<file path="src/rtl/btn_bounce_gen.sv">
// btn_bounce_gen: bouncing push-button waveform generator with request/ready/done handshake.
// Optional BTN_GEN_ACTIVE_LOW_EN inverts btn_out for active-low board buttons.
module btn_bounce_gen #(
    parameter int          BOUNCE_CYCLES = 20,
    parameter int          GLITCH_W      = 3,
    parameter int          HOLD_W        = 24,
    parameter logic [15:0] LFSR_SEED     = 16'hACE1
) (
    input  logic              clk,
    input  logic              reset,
    input  logic              start,
    input  logic [HOLD_W-1:0] hold_cycles,
    output logic              ready,
    output logic              done,
    output logic              btn_out
);
    localparam int WW = $clog2(BOUNCE_CYCLES + 1);
    localparam logic [WW-1:0] WIN_INIT = WW'(BOUNCE_CYCLES - 1);

    typedef enum logic [1:0] {IDLE, BOUNCE_PRESS, HOLD, BOUNCE_RELEASE} state_t;

    state_t              state, state_nxt;
    logic [15:0]         lfsr;
    logic [WW-1:0]       win_cnt;
    logic [GLITCH_W-1:0] seg_cnt;
    logic [HOLD_W-1:0]   hold_cnt;
    logic                btn;
    logic                win_end;

    assign win_end = (win_cnt == '0);

    always_ff @(posedge clk) begin
        if (reset) state <= IDLE;
        else       state <= state_nxt;
    end

    always_comb begin
        state_nxt = state;
        case (state)
            IDLE:         state_nxt = start ? BOUNCE_PRESS : IDLE;
            BOUNCE_PRESS: state_nxt = win_end ? HOLD : BOUNCE_PRESS;
            HOLD:         state_nxt = (hold_cnt == '0) ? BOUNCE_RELEASE : HOLD;
            default:      state_nxt = win_end ? IDLE : BOUNCE_RELEASE;
        endcase
    end

    always_comb begin
        ready = (state == IDLE);
`ifdef BTN_GEN_ACTIVE_LOW_EN
        btn_out = ~btn;
`else
        btn_out = btn;
`endif
    end

    // hold_cnt doubles as the latched hold length until the press window ends
    always_ff @(posedge clk) begin
        if (reset) begin
            lfsr     <= LFSR_SEED;
            btn      <= 1'b0;
            done     <= 1'b0;
            win_cnt  <= '0;
            seg_cnt  <= '0;
            hold_cnt <= '0;
        end else begin
            lfsr <= {1'b0, lfsr[15:1]} ^ (lfsr[0] ? 16'hB400 : 16'h0000);
            done <= 1'b0;
            case (state)
                IDLE: if (start) begin
                    btn      <= 1'b1;
                    win_cnt  <= WIN_INIT;
                    seg_cnt  <= lfsr[GLITCH_W-1:0];
                    hold_cnt <= (hold_cycles == '0) ? HOLD_W'(1) : hold_cycles;
                end
                HOLD: if (hold_cnt == '0) begin
                    btn     <= 1'b0;
                    win_cnt <= WIN_INIT;
                    seg_cnt <= lfsr[GLITCH_W-1:0];
                end else begin
                    hold_cnt <= hold_cnt - 1'b1;
                end
                default: if (win_end) begin
                    btn  <= (state == BOUNCE_PRESS);
                    done <= (state == BOUNCE_RELEASE);
                    if (state == BOUNCE_PRESS) hold_cnt <= hold_cnt - 1'b1;
                end else begin
                    win_cnt <= win_cnt - 1'b1;
                    btn     <= (seg_cnt == '0) ? ~btn : btn;
                    seg_cnt <= (seg_cnt == '0) ? lfsr[GLITCH_W-1:0] : seg_cnt - 1'b1;
                end
            endcase
        end
    end
endmodule

</file>
<file path="config.mk">
export PLATFORM = sky130hd
export DESIGN_NAME = btn_bounce_gen
export DESIGN_NICKNAME = d
export VERILOG_FILES = /design/src/rtl/btn_bounce_gen.sv
export SDC_FILE = /design/constraint.sdc
export NUM_CORES = 1
export LEC_CHECK = 0
export CAP_MARGIN = 15
export CORE_ASPECT_RATIO = 0.9
export CORE_MARGIN = 4
export CORE_UTILIZATION = 61
export CTS_CLUSTER_SIZE = 25
export DETAILED_ROUTE_END_ITERATION = 7
export PLACE_DENSITY = 0.82
export SYNTH_ARGS = -nofsm -noshare
export SYNTH_HDL_FRONTEND = slang
export SYNTH_SLANG_ARGS = --single-unit
export TNS_END_PERCENT = 30
</file>
<file path="constraint.sdc">
create_clock -name clk -period 3.7 [get_ports clk]
set_input_delay 0.74 -clock clk [delete_from_list [all_inputs] [get_ports clk]]
set_output_delay 0.74 -clock clk [all_outputs]
set_load 0.005 [all_outputs]
</file>
==> flow_summary.json, run 1 <==
{
  "cp.arrival_ns": 1.97,
  "yosys.cell_types.count": 60,
  "cap_viol_max_count": 0,
  "synth_most_common_cell": "dfxtp_1",
  "rsz0062_at_grt": "no",
  "setup_viol": 0,
  "muxShareOfSynthArea": 0.00349,
  "vias_per_cell": 5.94,
  "async_reset_ff_frac": 0,
  "fp.dieW_um": 80.3,
  "cts_setup_buffers": 0,
  "cts.repair.resized": 0,
  "end_kind": "primary output",
  "fin_nets": 401,
  "diodes": 0,
  "clock_latency_ns": 0.31,
  "grt_antenna_before_repair": 0,
  "synthAdderAreaFrac": 0.0261,
  "firstDrtPassIters": 5,
  "hold_buffers": 0,
  "fin_area_mm2": 0.00324,
  "die_y_um": 73.1,
  "htreeDepth": 2,
  "yosys.area_share.xor_xnor": 0.0183,
  "cts.path.max_buffers": 2,
  "ant_nets": 0,
  "placed_area_mm2": 0.00314,
  "gp_congestion": 0.924,
  "die-area_mm2": 0.00587,
  "drc": 0,
  "vias": 2561,
  "clock.fmax_mhz": 369,
  "p_total_w": 0.00195,
  "worstMarginPinSlew_ns": 1.00,
  "synth_top_area_cell": "dfxtp_1",
  "num_io_pins": 30,
  "timing.slew.headroom": 0.331,
  "power.density_mw_per_mm2": 602,
  "yosys-top-cells-area": "dfxtp_1 36%, nand2_1 5.5%, a21oi_1 3.7%",
  "tritoncts": "yes",
  "yosysSeqAreaShare": 0.363,
  "initial_core_util": 0.640,
  "synth_ff_type": "dfxtp_1",
  "status": "finished, final reports clean",
  "period_minus_slack_ns": 2.71,
  "overflow": 0,
  "hold_viol_final": 0,
  "final.fill_count": 374,
  "min_period_over_period": 0.733,
  "fin_skew_ns": 0.00506,
  "leakagePower_nw": 1.18,
  "synth_nets": 381,
  "root_buffer": "clkbuf_8",
  "hpwl_um": 4660,
  "synth_top_family_by_area": "simple AND/OR/NAND/NOR gates",
  "cp_data_required_time_ns": 2.96,
  "synth_compound_area_frac": 0.224,
  "synth_common_cells": "52 x dfxtp_1, 42 x nand2_1, 28 x nor2_1, 21 x a21oi_1, 14 x o21ai_0",
  "seqCellArea_mm2": 0.00104,
  "synth_edf_count": 0,
  "clock_sinks": 52,
  "drive_gt1_frac": 0.149,
  "wl_per_cell_um": 15.4,
  "numCtsBuffers": 5,
  "synthSimpleGateAreaFrac": 0.312,
  "grt_pass1_vias": 2410,
  "track_usage": 0.251,
  "path_max_fanout": 18,
  "coreArea_mm2": 0.00449,
  "portBuffers": 29,
  "cts.clk_slew.worst_paths_ns": 0.10,
  "synth_top_cell_area_share": 0.363,
  "syn_avg_cell_area_um2": 8.25,
  "finalWirelength_um": 6620,
  "slew_violations": 0,
  "drt-initial-drc-count": 245,
  "hold_path.class": "reg2reg",
  "yosys_warnings": 0,
  "multiInputGateArea_mm2": 0.00168,
  "syn_area_mm2": 0.00287,
  "syn_inst": 348,
  "grt_max_degree": 55,
  "cp-start-kind": "register",
  "grt_pass1_wl_um": 11600,
  "ir_drop_v": 0.000307,
  "areaGrowthSynthToFinish_pct": 12.7,
  "crit_type": "reg2out",
  "placementRows": 23,
  "fin_util": 0.721,
  "fin_tns_setup_ns": 0,
  "synth-seq-cells": 52
}
-- critical path: stages (launching register included) --
cell and delay, ns:
dfxtp_1 0.36, inv_1 0.18, nand2_1 0.07, buf_4 0.21, inv_2 0.26, clkdlybuf4s50_1 0.57
-- layout make-up --
cell class,instances,share of cell area
Multi-Input combinational cell,267,0.518
Sequential cell,52,0.322
Timing Repair Buffer,32,0.0951
Tap cell,62,0.0240
Clock buffer,5,0.0213
Inverter,10,0.0116
Clock inverter,3,0.00850
-- registers in the layout, summed over array words and instances, names as in the netlist --
name	count
done	1
hold_cnt	24
win_cnt	5
lfsr	16
btn_out	1
seg_cnt	3
state	2
-- placed cells by master, fill, tap and decap left out, types with 4 or more instances in the layout --
cell type / instances
dfxtp_1: 52
nand2_1: 42
nor2_1: 28
clkdlybuf4s50_1: 28
a21oi_1: 21
o21ai_0: 14
a21oi_2: 11
nor2b_1: 10
nand2_2: 10
inv_1: 9
nor3_1: 9
o21ai_1: 8
or2_2: 7
nand3_1: 7
nand2b_1: 7
nor4_1: 7
a31oi_1: 6
or3_1: 6
a211oi_1: 6
ha_1: 6
or4_1: 5
o31ai_1: 5
xnor2_1: 5
clkbuf_8: 5
and2_1: 4
o21ai_2: 4
-- per-stage QoR --
stage	hold WS, ns	instances	setup slack [ns]
2_1_floorplan	0.389	348	1.62
3_3_place_gp	0.393	423	1.26
3_5_place_dp	0.398	423	1.19
4_1_cts	0.422	431	1.01
5_1_grt	0.438	431	0.889
6_report	0.419	431	0.987
-- report_power, final --
group	internal, W	switching [W]	total [W]
sequential	0.000648	0.0000879	0.000736
combinational	0.000338	0.000532	0.000870
clock	0.000139	0.000204	0.000344
total	0.00113	0.000824	0.00195
-- cell families (layout without fill, tap and decap cells) --
family,after synthesis,count (layout)
AO/OA/AOI/OAI,95,95
XOR/XNOR,6,6
adder cells (fa/ha/maj),6,6
buffers and inverters,29,50
flip-flops,52,52
multiplexers,1,1
AND/OR/NAND/NOR,159,159
-- metal layers --
metal  global-route usage  part of all wire  wire length, µm
met5                    0                 0                0
met4               0.0788             0.011               75
met3               0.0531             0.080              532
met2                0.376              0.45             2970
met1                0.362              0.46             3040
-- final timing paths --
kind,startpoint,to,depth (start not counted),slack (ns)
min reg2reg,lfsr[6]$_SDFF_PP1_,lfsr[5]$_SDFF_PP1_,1,0.42
max,state[1]$_SDFF_PP0_,ready,5,0.99
min,lfsr[6]$_SDFF_PP1_,lfsr[5]$_SDFF_PP1_,1,0.42
max reg2reg,hold_cnt[1]$_SDFFE_PP0P_,hold_cnt[4]$_SDFFE_PP0P_,8,1.19
Note: power is estimated with default switching activity, not from simulation.
==> inputs of run 2 (changes only) <==
--- a/config.mk
+++ b/config.mk
@@ -8,10 +8,10 @@
 export CAP_MARGIN = 15
 export CORE_ASPECT_RATIO = 0.9
 export CORE_MARGIN = 4
-export CORE_UTILIZATION = 61
+export CORE_UTILIZATION = 57
 export CTS_CLUSTER_SIZE = 25
 export DETAILED_ROUTE_END_ITERATION = 7
-export PLACE_DENSITY = 0.82
+export PLACE_DENSITY = 0.77
 export SYNTH_ARGS = -nofsm -noshare
 export SYNTH_HDL_FRONTEND = slang
 export SYNTH_SLANG_ARGS = --single-unit
==> constraint.sdc (replaced) <==
create_clock -name clk -period 2.8 [get_ports clk]
set_input_delay 0.56 -clock clk [delete_from_list [all_inputs] [get_ports clk]]
set_output_delay 0.56 -clock clk [all_outputs]
set_load 0.005 [all_outputs]
==> run 2 against run 1 <==
Net effect:
- global-route usage shrank 3.1 points
- final cell count grew 1.4%
- sequential power grew 32%
- core utilization shrank 4.4 points
- combinational power grew 36%
==> flow_summary.json, run 2 (synthesis results as in run 1) <==
{
  "overflow": 0,
  "hold_viol_final": 0,
  "final_cell_mix": "52 x dfxtp_1, 42 x nand2_1, 28 x nor2_1, 28 x clkdlybuf4s50_1, 21 x a21oi_1",
  "multiInputGateArea_mm2": 0.00168,
  "fin_nets": 404,
  "tritoncts": "yes",
  "hold_path.class": "reg2reg",
  "htreeDepth": 2,
  "firstDrtPassIters": 5,
  "initial_core_util": 0.590,
  "timing.hold.ws_ns": 0.414,
  "top_register": "hold_cnt",
  "power.density_mw_per_mm2": 813,
  "grt_antenna_before_repair": 0,
  "ant_nets": 0,
  "num_io_pins": 30,
  "die-area_mm2": 0.00624,
  "pwr-share-clk": 0.197,
  "cp_slowest_cell": "or4b_1",
  "cap_viol_max_count": 0,
  "cp.arrival_ns": 2.62,
  "numCtsBuffers": 5,
  "cts.repair.resized": 0,
  "path_cells": "nor3_1 -> and4b_1 -> and3b_1 -> or4b_1 -> a31oi_1",
  "fin_skew_ns": 0.00687,
  "wl_per_cell_um": 15.0,
  "clock_sinks": 52,
  "drive_gt1_frac": 0.156,
  "swShare": 0.403,
  "final.fill_count": 442,
  "cts.path.max_buffers": 2,
  "intPower_w": 0.00160,
  "hold_buffers": 0,
  "largest_reg_flops": 24,
  "diodes": 0,
  "vias": 2560,
  "rsz0062_at_grt": "no",
  "cts.clk_slew.worst_paths_ns": 0.10,
  "areaGrowthSynthToFinish_pct": 14.7,
  "coreArea_mm2": 0.00486,
  "path_max_fanout": 8,
  "combinationalPowerShare": 0.439,
  "clock_latency_ns": 0.31,
  "drt-initial-drc-count": 258,
  "clock.fmax_mhz": 420,
  "cp-start-kind": "register",
  "hpwl_um": 4660,
  "placementRows": 24,
  "track_usage": 0.220,
  "power_switching_w": 0.00108,
  "die_y_um": 75.3,
  "cp_slowest_stage_delay_ns": 0.50,
  "cp_data_required_time_ns": 3.04,
  "seq_power_share": 0.364,
  "vias_per_cell": 5.86,
  "ir_drop_v": 0.000442,
  "end_kind": "register",
  "fin_tns_setup_ns": 0,
  "grt_max_degree": 43,
  "grt_pass1_vias": 2281,
  "cts_setup_buffers": 0,
  "drc": 0,
  "finalWirelength_um": 6550,
  "status": "finished, final reports clean",
  "largest_registers": "hold_cnt (24), lfsr (16), win_cnt (5)",
  "setup_viol": 0,
  "fp.dieW_um": 82.8,
  "grt_pass1_wl_um": 11100,
  "worstMarginPinSlew_ns": 0.799,
  "crit_type": "reg2reg",
  "final_common_cell": "dfxtp_1",
  "seqCellArea_mm2": 0.00104,
  "gp_congestion": 0.921,
  "min_period_over_period": 0.851,
  "timing.slew.headroom": 0.468,
  "slew_violations": 0,
  "root_buffer": "clkbuf_8",
  "portBuffers": 29,
  "leakagePower_nw": 1.21,
  "period_minus_slack_ns": 2.38
}
run 2: cell count changes in the layout (fill, tap and decap cells not counted), sizes merged:
cell and change:
clkinv -1, bufinv +1, buf +3
run 2: path summary, 6_finish.rpt:
kind                                                from                         to  slack (ns)  cells after the start
worst max-delay path            hold_cnt[5]$_SDFFE_PP0P_  hold_cnt[17]$_SDFFE_PP0P_        0.42                      5
worst min register to register        lfsr[6]$_SDFF_PP1_         lfsr[5]$_SDFF_PP1_        0.41                      1
worst max register to register  hold_cnt[5]$_SDFFE_PP0P_  hold_cnt[17]$_SDFFE_PP0P_        0.42                      5
worst min-delay path                  lfsr[6]$_SDFF_PP1_         lfsr[5]$_SDFF_PP1_        0.41                      1
run 2: metrics by stage:
step | util | instances | cell area (µm²) | total power (W) | setup WS [ns]
after floorplan | - | 348 | 2870 | 0.00190 | 0.716
after global placement | 0.654 | 429 | 3180 | 0.00213 | 0.535
after detailed placement | 0.654 | 429 | 3180 | 0.00214 | 0.482
after CTS | 0.677 | 437 | 3290 | 0.00268 | 0.467
after global routing | 0.677 | 437 | 3290 | 0.00287 | 0.265
final | 0.677 | 437 | 3290 | 0.00268 | 0.416
run 2: final cells by class:
cell class	instances	area share
Multi-Input combinational cell	267	0.509
Clock buffer	5	0.0209
Inverter	10	0.0114
Clock inverter	3	0.0141
Sequential cell	52	0.316
Tap cell	65	0.0247
Timing Repair Buffer	35	0.104
run 2: power groups by stage:
| stage | combinational (W) | clock [W] | sequential, W |
|---|---|---|---|
| after CTS | 0.00116 | 0.000541 | 0.000972 |
| final | 0.00118 | 0.000527 | 0.000975 |
| after detailed placement | 0.00116 | 0 | 0.000986 |
| after global routing | 0.00131 | 0.000573 | 0.000993 |
| after global placement | 0.00115 | 0 | 0.000983 |
| after floorplan | 0.000941 | 0 | 0.000958 |
run 2: worst max-delay path: cells and delay by family (launching register included):
kind               cells  cell delay (ns)
AOI/OAI and AO/OA      1             0.19
DFF                    1             0.38
and+or+nand+nor        4             1.76
run 2: metal layers:
metal,part of all wire,global-route usage
met2,0.42,0.333
met4,0.013,0.0544
met5,0,0
met1,0.48,0.317
met3,0.083,0.0573
